## src/rtl/gamma_sequencer.sv

```systemverilog
// gamma_sequencer: owns the gamma LFSR, XOR-codes accepted words with the extended gamma, sequences one message per start
module gamma_sequencer #(
  parameter int SIZE = 4,
  parameter logic [SIZE-1:0] TAPS = 4'b1001,
  parameter int LEN_W = 8
) (
  input  logic clk,
  input  logic rst,
  input  logic start,
  input  logic [SIZE-1:0] seed,
  input  logic [LEN_W-1:0] msg_len,
  input  logic abort,
  output logic [SIZE-1:0] lst_rand,
  input  logic [2*SIZE-1:0] gamma_in,
  input  logic in_valid,
  input  logic [2*SIZE-1:0] in_data,
  output logic in_ready,
  output logic out_valid,
  output logic [2*SIZE-1:0] out_data,
  input  logic out_ready,
  output logic busy,
  output logic done,
  output logic [LEN_W-1:0] word_cnt
);
  typedef enum logic [1:0] {IDLE, RUN, DRAIN} state_t;
  state_t state, state_n;
  logic [SIZE-1:0] lfsr_q;
  logic [LEN_W-1:0] len_q;
  logic go, load, accept, last, drained;
  assign lst_rand = lfsr_q;
  assign busy = state != IDLE;
  // Handshake qualifiers and next state; abort overrides start and accept
  always_comb begin
    in_ready = (state == RUN) && (!out_valid || out_ready);
    go = start && !abort && state == IDLE;
    load = go && msg_len != '0;
    accept = in_valid && in_ready && !abort;
    last = accept && (word_cnt + LEN_W'(1) == len_q);
    drained = state == DRAIN && out_valid && out_ready;
    state_n = abort ? IDLE : load ? RUN : last ? DRAIN : drained ? IDLE : state;
  end
  // State register
  always_ff @(posedge clk or posedge rst)
    if (rst) state <= IDLE;
    else state <= state_n;
  // LFSR, counters and output register; LFSR advances only on an accepted word
  always_ff @(posedge clk or posedge rst) begin
    if (rst) begin
      lfsr_q <= SIZE'(1);
      len_q <= '0;
      word_cnt <= '0;
      out_valid <= 1'b0;
      out_data <= '0;
      done <= 1'b0;
    end else begin
      done <= !abort && ((go && msg_len == '0) || drained);
      out_valid <= abort ? 1'b0 : accept ? 1'b1 : out_ready ? 1'b0 : out_valid;
      if (load) begin
        lfsr_q <= (seed == '0) ? SIZE'(1) : seed;
        len_q <= msg_len;
        word_cnt <= '0;
      end else if (accept) begin
        out_data <= in_data ^ gamma_in;
        lfsr_q <= {lfsr_q[SIZE-2:0], ^(lfsr_q & TAPS)};
        word_cnt <= (word_cnt == len_q) ? word_cnt : word_cnt + LEN_W'(1);
      end
    end
  end
endmodule

```

## config.mk

```make
export PLATFORM = sky130hd
export DESIGN_NAME = gamma_sequencer
export DESIGN_NICKNAME = d
export VERILOG_FILES = /design/src/rtl/gamma_sequencer.sv
export SDC_FILE = /design/constraint.sdc
export NUM_CORES = 1
export LEC_CHECK = 0
export CAP_MARGIN = 5
export CORE_AREA = 5 5 65 73
export DETAILED_ROUTE_END_ITERATION = 10
export DIE_AREA = 0 0 70 78
export GPL_TIMING_DRIVEN = 0
export PLACE_DENSITY = 0.87
export SYNTH_ARGS = -nofsm -noshare
export SYNTH_HDL_FRONTEND = slang
export SYNTH_SLANG_ARGS = --single-unit
export TNS_END_PERCENT = 20
```

## constraint.sdc

```tcl
create_clock -name clk -period 2.46 [get_ports clk]
set_input_delay 0.492 -clock clk [delete_from_list [all_inputs] [get_ports clk]]
set_output_delay 0.492 -clock clk [all_outputs]
set_load 0.05 [all_outputs]
```

==> results of run 1 <==
-- state kept, by name, indices dropped and copies added, names as in the netlist --
signal / cells
len_q: 8
out_data: 8
word_cnt: 8
lst_rand: 4
state: 2
done: 1
out_valid: 1
-- kinds of logic after synthesis --
group	count (synthesis)	synth area share
DFF	32	0.470
xor gates and xnor gates	21	0.108
buffers and inverters	12	0.0308
AOI/OAI and AO/OA	31	0.123
adders and majority gates	1	0.00734
muxes	2	0.0117
and+or+nand+nor	79	0.249
-- per-layer routing --
layer / part of all wire / global-route usage
met1: 0.42 / 0.190
met2: 0.52 / 0.280
met3: 0.041 / 0.0401
met4: 0.018 / 0.0747
met5: 0 / 0
-- critical path, delay by kind of cell --
family | cells | cell delay, ps
buf+inv | 2 | 1080
simple gates | 2 | 240
-- report_power, final --
group	internal [mW]	switching, mW	total (mW)
clock	0.300	0.192	0.492
sequential	0.611	0.0594	0.670
combinational	0.249	0.378	0.628
total	1.16	0.630	1.79
-- placed cells by master, fill, tap and decap left out, types with 2 or more instances in the layout --
| cell | count |
|---|---|
| a211oi_1 | 2 |
| xor2_1 | 2 |
| nor3b_1 | 6 |
| nor4_1 | 2 |
| o21ai_0 | 5 |
| buf_2 | 3 |
| buf_4 | 3 |
| mux2i_1 | 2 |
| or4b_1 | 2 |
| dfrtp_1 | 31 |
| nand3_1 | 8 |
| clkbuf_8 | 5 |
| clkdlybuf4s50_1 | 56 |
| clkbuf_1 | 5 |
| xnor2_1 | 19 |
| and2_1 | 2 |
| nor2_1 | 13 |
| or4_1 | 2 |
| inv_1 | 3 |
| nor3_1 | 6 |
| a21o_1 | 3 |
| nand4_1 | 3 |
| a221o_1 | 3 |
| a21oi_1 | 9 |
| o311ai_0 | 2 |
| nand2_1 | 28 |
-- what timing repair did --
item                       4_1_cts  5_1_grt
buffers inserted                 0        2
pin swaps                        0        1
gates resized for setup          1        0
setup endpoints to repair        1        2
-- through the flow --
stage	hold WS, ps	setup WS, ps	utilization
finish	424	164	0.636
detailed placement	484	-236	0.600
floorplan	467	38.4	-
global placement	473	-173	0.600
global route	436	67.4	0.636
CTS	494	68.5	0.627
-- final timing paths --
kind / end / cells after the start / from
max: in_ready / 4 / out_ready
min: out_data[1] / 2 / rst
max reg2reg: word_cnt[0] / 7 / state[1]
min reg2reg: lst_rand[0] / 1 / lst_rand[3]
max in group asynchronous: lst_rand[0] / 3 / rst
min in group clk: lst_rand[0] / 1 / lst_rand[3]
-- layout make-up --
cell class / count / area (µm²) / area share
buffer: 8 / 37.5 / 0.0151
clock buffer: 6 / 72.6 / 0.0292
clock inverter: 2 / 35.0 / 0.0141
inverter: 4 / 15.0 / 0.00605
multi-input combinational: 134 / 851 / 0.343
sequential: 32 / 802 / 0.323
tap: 52 / 65.1 / 0.0262
timing repair buffer: 60 / 604 / 0.243
==> results.ini, run 1 <==
[run_status]
status=complete, no violations

[power_and_ir_drop]
power_mw=1.79
p_per_area_nw_per_um2=721
power.ir.vdd_worst_mv=0.368
leakage_nw=1.04

[place]
dpl.hpwl_um=3350
dp.cells=287
portBuffers=57
dpl_cell_area_um2=2340
place.gp.congestion=0.839

[grt]
grt_remaining_overflow=0
antenna_found_initial=0
grt_max_degree=33
grt_util_all_layers=0.163
grt_pass1_vias=1510
grt_pass1_wl_um=7070

[drt]
vias=1505
drc=0
wl_per_cell_um=14.4
drt_pass1_iterations=4
ant_nets=0
via_per_inst=5.05
drt_iter0_markers=69
routed_wl_um=4300

[worst_hold_path]
hold_path_class=in -> async

[synthesis]
ys_async_sr_fraction=1.00
syn-num-nets=213
synth_area_um2=1710
synth_cell_types=40
yosysTopAreaCell=dfrtp_1
postSynthAreaPerCell_um2=9.58
ys_seq_area_frac=0.470
synth-edff-count=0
synth_top_area_share=0.455
ys_top_cells_by_count=31 x dfrtp_1, 28 x nand2_1, 19 x xnor2_1
syn_inst=178
synth_area_leaders=dfrtp_1 45%, xnor2_1 9.8%, nand2_1 6.2%
synth_most_common_cell=dfrtp_1
ys_ff_latch=32
synth-main-ff-cell=dfrtp_1
synth-warning-count=0

[job]
maxCapViolations=0

[timing]
hold_viol=0
rsz0062_at_grt=no
maxSlewViolCount=0
setup_viol_count_final=0
fin_worst_skew_ps=7.03
fmax_ghz=0.436
post-route-min-period_ps=2300
setup_tns_ps=0
min_period_over_period=0.933
slew_headroom=0.636
worst_pin_slew_ps=541

[critical_path]
setup.worst_path.class=in -> out
cp-start-kind=primary input
r2r_slack_ps=300
cp_cell_sequence=clkdlybuf4s50_1 -> nor2b_4 -> nor3b_1 -> dlygate4sd2_1
slowest_delay_ps=550
end_kind=primary output
cp_max_fo=3
slowest_stage=dlygate4sd2_1
worst-endpoint-required_ps=1970
crit_arrival_ps=1800

[clocking]
cts-root-buf=clkbuf_8
postCtsHoldBufs=0
clock_path_buffers=2
cts.clk_slew.worst_paths_ps=60
cts.sinks=32
clk-insertion-delay-late_ps=290
htree_levels=2
cts_tree=done
cts_buffers=5

[floorplan]
core_um2=3900
die_h_um=78
die-area_um2=5460
fp.dieW_um=70
num_rows=24
pin_count=58
start_util=0.437

[finish]
fin_area_um2=2480
nNetsFinal=280
finalNonFillerCells=298
drive_gt1_frac=0.0813
diodes=0
nFillCells=310
areaGrowthSynthToFinish_pct=45.6

No activity file was read; power rests on OpenSTA's default activity.
==> inputs of run 2 (changes only) <==
--- a/config.mk
+++ b/config.mk
@@ -10,6 +10,8 @@
 export DETAILED_ROUTE_END_ITERATION = 10
 export DIE_AREA = 0 0 70 78
 export GPL_TIMING_DRIVEN = 0
+export HOLD_SLACK_MARGIN = 0.12
+export MAX_ROUTING_LAYER = met4
 export PLACE_DENSITY = 0.87
 export SYNTH_ARGS = -nofsm -noshare
 export SYNTH_HDL_FRONTEND = slang
==> run 2 against run 1 <==
  * Setup slack got worse by 1.7 ps
  * Sequential share of layout area stayed put
  * Non-clock buffer count unchanged
  * Clock power about the same
  * Global-route usage grew 0.49 points
  * Critical path depth unchanged
  * Register-to-register slack about the same
  * Combinational power about the same
  * Power about the same
  * Highest routed layer unchanged
==> results.ini, run 2 (same netlist as run 1, synthesis figures left out) <==
[power_and_ir_drop]
power_mw=1.79  ; about the same
leakage_nw=1.04  ; unchanged
p_per_area_nw_per_um2=722  ; about the same
power.ir.vdd_worst_mv=0.367  ; about the same

[critical_path]
setup.worst_path.class=in -> out
r2r_slack_ps=300  ; about the same
cp_max_fo=3  ; unchanged
cp-start-kind=primary input
crit_arrival_ps=1810  ; about the same
worst-endpoint-required_ps=1970  ; about the same
end_kind=primary output

[timing]
maxSlewViolCount=0  ; unchanged
setup_tns_ps=0  ; unchanged
fmax_ghz=0.435  ; about the same
worst_pin_slew_ps=543  ; +1.89 ps
timing.final.ws_setup_ps=162  ; -1.73 ps
post-route-min-period_ps=2300  ; +1.73 ps
hold_viol=0  ; unchanged
rsz0062_at_grt=no
min_period_over_period=0.934  ; about the same
fin_worst_skew_ps=7.82  ; +0.796 ps
slew_headroom=0.635  ; -0.00127
setup_viol_count_final=0  ; unchanged

[floorplan]
core_um2=3900  ; unchanged
pin_count=58  ; unchanged
die_h_um=78  ; unchanged
start_util=0.437  ; unchanged
fp.dieW_um=70  ; unchanged
num_rows=24  ; unchanged
die-area_um2=5460  ; unchanged

[drt]
routed.top_layer=met4
drc=0  ; unchanged
drt-met1-wl_um=1810  ; +0.89%
dr_wl_met2_um=2270  ; +0.75%
ant_nets=0  ; unchanged
routed_wl_um=4330  ; +0.79%
vias=1508  ; +0.20%
drt_pass1_iterations=4  ; unchanged
drt_iter0_markers=45  ; -35%
via_per_inst=5.06  ; +0.20%
met3_length_um=162  ; -7.4%
wl_per_cell_um=14.5  ; +0.79%

[clocking]
clock_path_buffers=2  ; unchanged
clk-insertion-delay-late_ps=290  ; about the same
postCtsHoldBufs=0  ; unchanged
cts_tree=done
htree_levels=2  ; unchanged
cts-root-buf=clkbuf_8
cts_buffers=5  ; unchanged
cts.sinks=32  ; unchanged
cts.clk_slew.worst_paths_ps=60  ; about the same

[finish]
final_common_cell=clkdlybuf4s50_1
nNetsFinal=280  ; unchanged
drive_gt1_frac=0.0813  ; unchanged
diodes=0  ; unchanged
areaGrowthSynthToFinish_pct=45.6  ; unchanged
largestRegisters=len_q (8), out_data (8), word_cnt (8)
final_cell_mix=56 x clkdlybuf4s50_1, 31 x dfrtp_1, 28 x nand2_1
nFillCells=310  ; unchanged

[grt]
grt_remaining_overflow=0  ; unchanged
grt_pass1_wl_um=7050  ; -0.20%
antenna_found_initial=0  ; unchanged
grt_pass1_vias=1507  ; -0.20%
grt_max_degree=33  ; unchanged
grt_util_all_layers=0.168  ; +0.00489

[worst_hold_path]
hold_path_class=in -> async

[place]
portBuffers=57  ; unchanged
place.gp.congestion=0.852  ; +1.5%
dpl.hpwl_um=3350  ; unchanged
post-place-ws_ps=-236  ; unchanged

[run_status]
status=complete, no violations

[job]
maxCapViolations=0  ; unchanged

-- run 2: cell counts in the layout (fill, tap and decap cells not counted) --
Identical to the previous run, type by type.
-- run 2: where the power goes --
part,internal [mW],total (mW),switching [mW]
sequential,0.611,0.670,0.0591
clock,0.300,0.494,0.194
combinational,0.249,0.628,0.379
-- run 2: routing by layer --
metal	global-route usage	up-vias
met2	0.281	32
met4	0.0747	0
met1	0.190	708
li1	-	758
met3	0.0401	10
met5	-	-
-- run 2: metrics by stage --
stage          cells  instance area (µm²)  hold slack, ps  utilization
6_report         298                 2480             424        0.636
5_1_grt          298                 2480             436        0.636
4_1_cts          295                 2450             494        0.627
3_5_place_dp     287                 2340             484        0.600
3_3_place_gp     287                 2340             473        0.600
2_1_floorplan    178                 1710             467            -
-- run 2: cell type report --
cell class,instances,area (µm²),share of cell area
clock buffer,6,72.6,0.0292
timing repair buffer,60,604,0.243
buffer,8,37.5,0.0151
sequential,32,802,0.323
tap,52,65.1,0.0262
multi-input combinational,134,851,0.343
inverter,4,15.0,0.00605
clock inverter,2,35.0,0.0141
-- run 2: what timing repair did --
item | in CTS | in global routing
pin swaps | 0 | 1
gates resized for setup | 1 | 0
endpoints found under the setup margin | 1 | 2
hold endpoints to repair | 0 | 0
setup buffers | 0 | 2
-- run 2: worst max-delay path: stages --
cell	delay, ps
clkdlybuf4s50_1	530
nor2b_4	70
nor3b_1	170
dlygate4sd2_1	550
-- run 2: final timing paths --
path / from / to / depth (start not counted)
max: out_ready / in_ready / 4
min: rst / out_data[1] / 2
max reg2reg: state[1] / word_cnt[0] / 7
min reg2reg: lst_rand[3] / lst_rand[0] / 1
max in group asynchronous: rst / lst_rand[0] / 3
min in group clk: lst_rand[3] / lst_rand[0] / 1
==> inputs of run 3 (changes only) <==
--- a/config.mk
+++ b/config.mk
@@ -13,6 +13,7 @@
 export HOLD_SLACK_MARGIN = 0.12
 export MAX_ROUTING_LAYER = met4
 export PLACE_DENSITY = 0.87
+export REMOVE_ABC_BUFFERS = 1
 export SYNTH_ARGS = -nofsm -noshare
 export SYNTH_HDL_FRONTEND = slang
 export SYNTH_SLANG_ARGS = --single-unit
==> run 3 against run 2 <==
  * Core utilization shrank 0.26 points
  * First-iteration DRC count grew 18%
  * Flip-flop and latch count is the same
  * Final cell count shrank 2.7%
  * Largest cell class unchanged
  * Power shrank 0.30%
  * Die area is the same
==> results.ini, run 3 (same netlist as run 1, synthesis figures left out) <==
[place]
dpl_cell_area_um2=2300  ; -1.6%
dpl.hpwl_um=2910  ; -13%
dp.cells=279  ; -2.8%
portBuffers=57  ; unchanged
place.gp.congestion=0.798  ; -6.3%
post-place-ws_ps=-926  ; -691 ps

[clocking]
postCtsHoldBufs=0  ; unchanged
clk-insertion-delay-late_ps=280  ; about the same
cts.clk_slew.worst_paths_ps=70  ; about the same
cts_tree=done
cts.sinks=32  ; unchanged
cts_buffers=5  ; unchanged
htree_levels=2  ; unchanged
clock_path_buffers=2  ; unchanged
cts-root-buf=clkbuf_8

[timing]
post-route-min-period_ps=2330  ; +36.0 ps
slew_headroom=0.265  ; -0.370
setup_viol_count_final=0  ; unchanged
timing.final.ws_setup_ps=126  ; -36.0 ps
fmax_ghz=0.428  ; -1.5%
fin_worst_skew_ps=3.99  ; -3.83 ps
hold_viol=0  ; unchanged
min_period_over_period=0.949  ; +0.0146
worst_pin_slew_ps=1100  ; +557 ps
maxSlewViolCount=0  ; unchanged
holdWs_ps=493  ; +69.5 ps

[worst_hold_path]
hold_path_class=reg -> reg
hold_path_startpoint=lst_rand[3]

[critical_path]
r2r_end=lst_rand[1]
crit_path_start=state[1]
cp_max_fo=15  ; +12
end_kind=flip-flop
setup.worst_path.class=reg -> reg
r2r_slack_ps=130  ; -170 ps
worst-endpoint-required_ps=2630  ; +660 ps
r2r-start=state[1]
cp-start-kind=flip-flop
crit_arrival_ps=2500  ; +690 ps
crit_end=lst_rand[1]
reg2regPathDepth=5  ; -2

[power_and_ir_drop]
leakage_nw=1.02  ; -1.9%
seqPwrFrac=0.376  ; +0.002
switchingPower_uw=628  ; -0.58%
power.ir.vdd_worst_mv=0.441  ; +20%
p_int_mw=1.16  ; -0.15%
combPwrFrac=0.346  ; -0.004
switching_share=0.351  ; -0.000988
p_per_area_nw_per_um2=723  ; +0.10%
power_mw=1.79  ; -0.30%
power.share.clock=0.278  ; +0.002

[drt]
vias=1497  ; -0.73%
ant_nets=0  ; unchanged
drt_iter0_markers=53  ; +18%
routed_wl_um=4080  ; -5.7%
wl_per_cell_um=14.1  ; -3.1%
drc=0  ; unchanged
via_per_inst=5.16  ; +2.0%
drt_pass1_iterations=4  ; unchanged

[finish]
largestRegisters=len_q (8), out_data (8), word_cnt (8)
drive_gt1_frac=0.0840  ; +0.00273
nNetsFinal=272  ; -2.9%
diodes=0  ; unchanged
finalNonFillerCells=290  ; -2.7%
fin_area_um2=2470  ; -0.40%
nFillCells=348  ; +12%
areaGrowthSynthToFinish_pct=45.0
final_cell_mix=56 x clkdlybuf4s50_1, 31 x dfrtp_1, 27 x nand2_1
final_common_cell=clkdlybuf4s50_1

[floorplan]
core_um2=3900  ; unchanged
die_h_um=78  ; unchanged
die-area_um2=5460  ; unchanged
start_util=0.437  ; unchanged
fp.dieW_um=70  ; unchanged
pin_count=58  ; unchanged
num_rows=24  ; unchanged

[job]
maxCapViolations=0  ; unchanged

[grt]
grt_remaining_overflow=0  ; unchanged
antenna_found_initial=0  ; unchanged
grt_pass1_vias=1398  ; -7.2%
grt_max_degree=33  ; unchanged
grt_pass1_wl_um=6590  ; -6.6%
grt_util_all_layers=0.157  ; -0.0108

[run_status]
status=complete, no violations

[run 3: cell type report]
cell class | count | area (µm²) | share of cell area
Clock inverter | 3 | 42.5 | 0.0172
Timing Repair Buffer | 59 | 604 | 0.244
Clock buffer | 5 | 68.8 | 0.0278
Tap cell | 52 | 65.1 | 0.0263
Multi-Input combinational cell | 135 | 875 | 0.354
Sequential cell | 32 | 802 | 0.324
Inverter | 4 | 15.0 | 0.00607
[run 3: per-layer routing]
metal	routed length [µm]	vias up	share of wire	global-route usage
met3	300	5	0.073	0.0452
met4	70	0	0.017	0.0709
met1	1660	697	0.41	0.179
met2	2050	48	0.50	0.254
met5	0	-	0	-
li1	-	747	-	-
[run 3: worst min-delay path by stage]
| stage | to | slack, ps | depth (start not counted) |
|---|---|---|---|
| after floorplan | len_q[3] | 470 | 2 |
| after global placement | lst_rand[0] | 480 | 1 |
| after CTS | lst_rand[0] | 500 | 1 |
| after detailed placement | lst_rand[0] | 490 | 1 |
| final | lst_rand[0] | 490 | 1 |
| after global routing | lst_rand[0] | 520 | 1 |
[run 3: metrics by stage]
step	utilization	setup TNS [ps]
2_1_floorplan	-	-425
3_3_place_gp	0.590	-12880
3_5_place_dp	0.590	-14300
4_1_cts	0.625	0
5_1_grt	0.633	-6.70
6_report	0.633	0
[run 3: critical path, cell delays in order (launching register included)]
cell and delay, ps:
dfrtp_1 470, or2_2 350, nor3b_2 580, and2_2 450, nor3b_1 80, a221o_1 280
[run 3: power groups by stage]
stage	combinational [mW]	clock (mW)	sequential, mW
after global placement	0.607	0	0.677
after detailed placement	0.614	0	0.681
after global routing	0.657	0.528	0.683
after floorplan	0.182	0	0.883
final	0.619	0.496	0.671
after CTS	0.619	0.505	0.672
[run 3: what timing repair did]
action | in CTS | in global routing
buffers inserted | 1 | 0
pin swaps | 1 | 0
gates cloned | 1 | 0
endpoints found under the setup margin | 23 | 11
gates resized for setup | 2 | 2
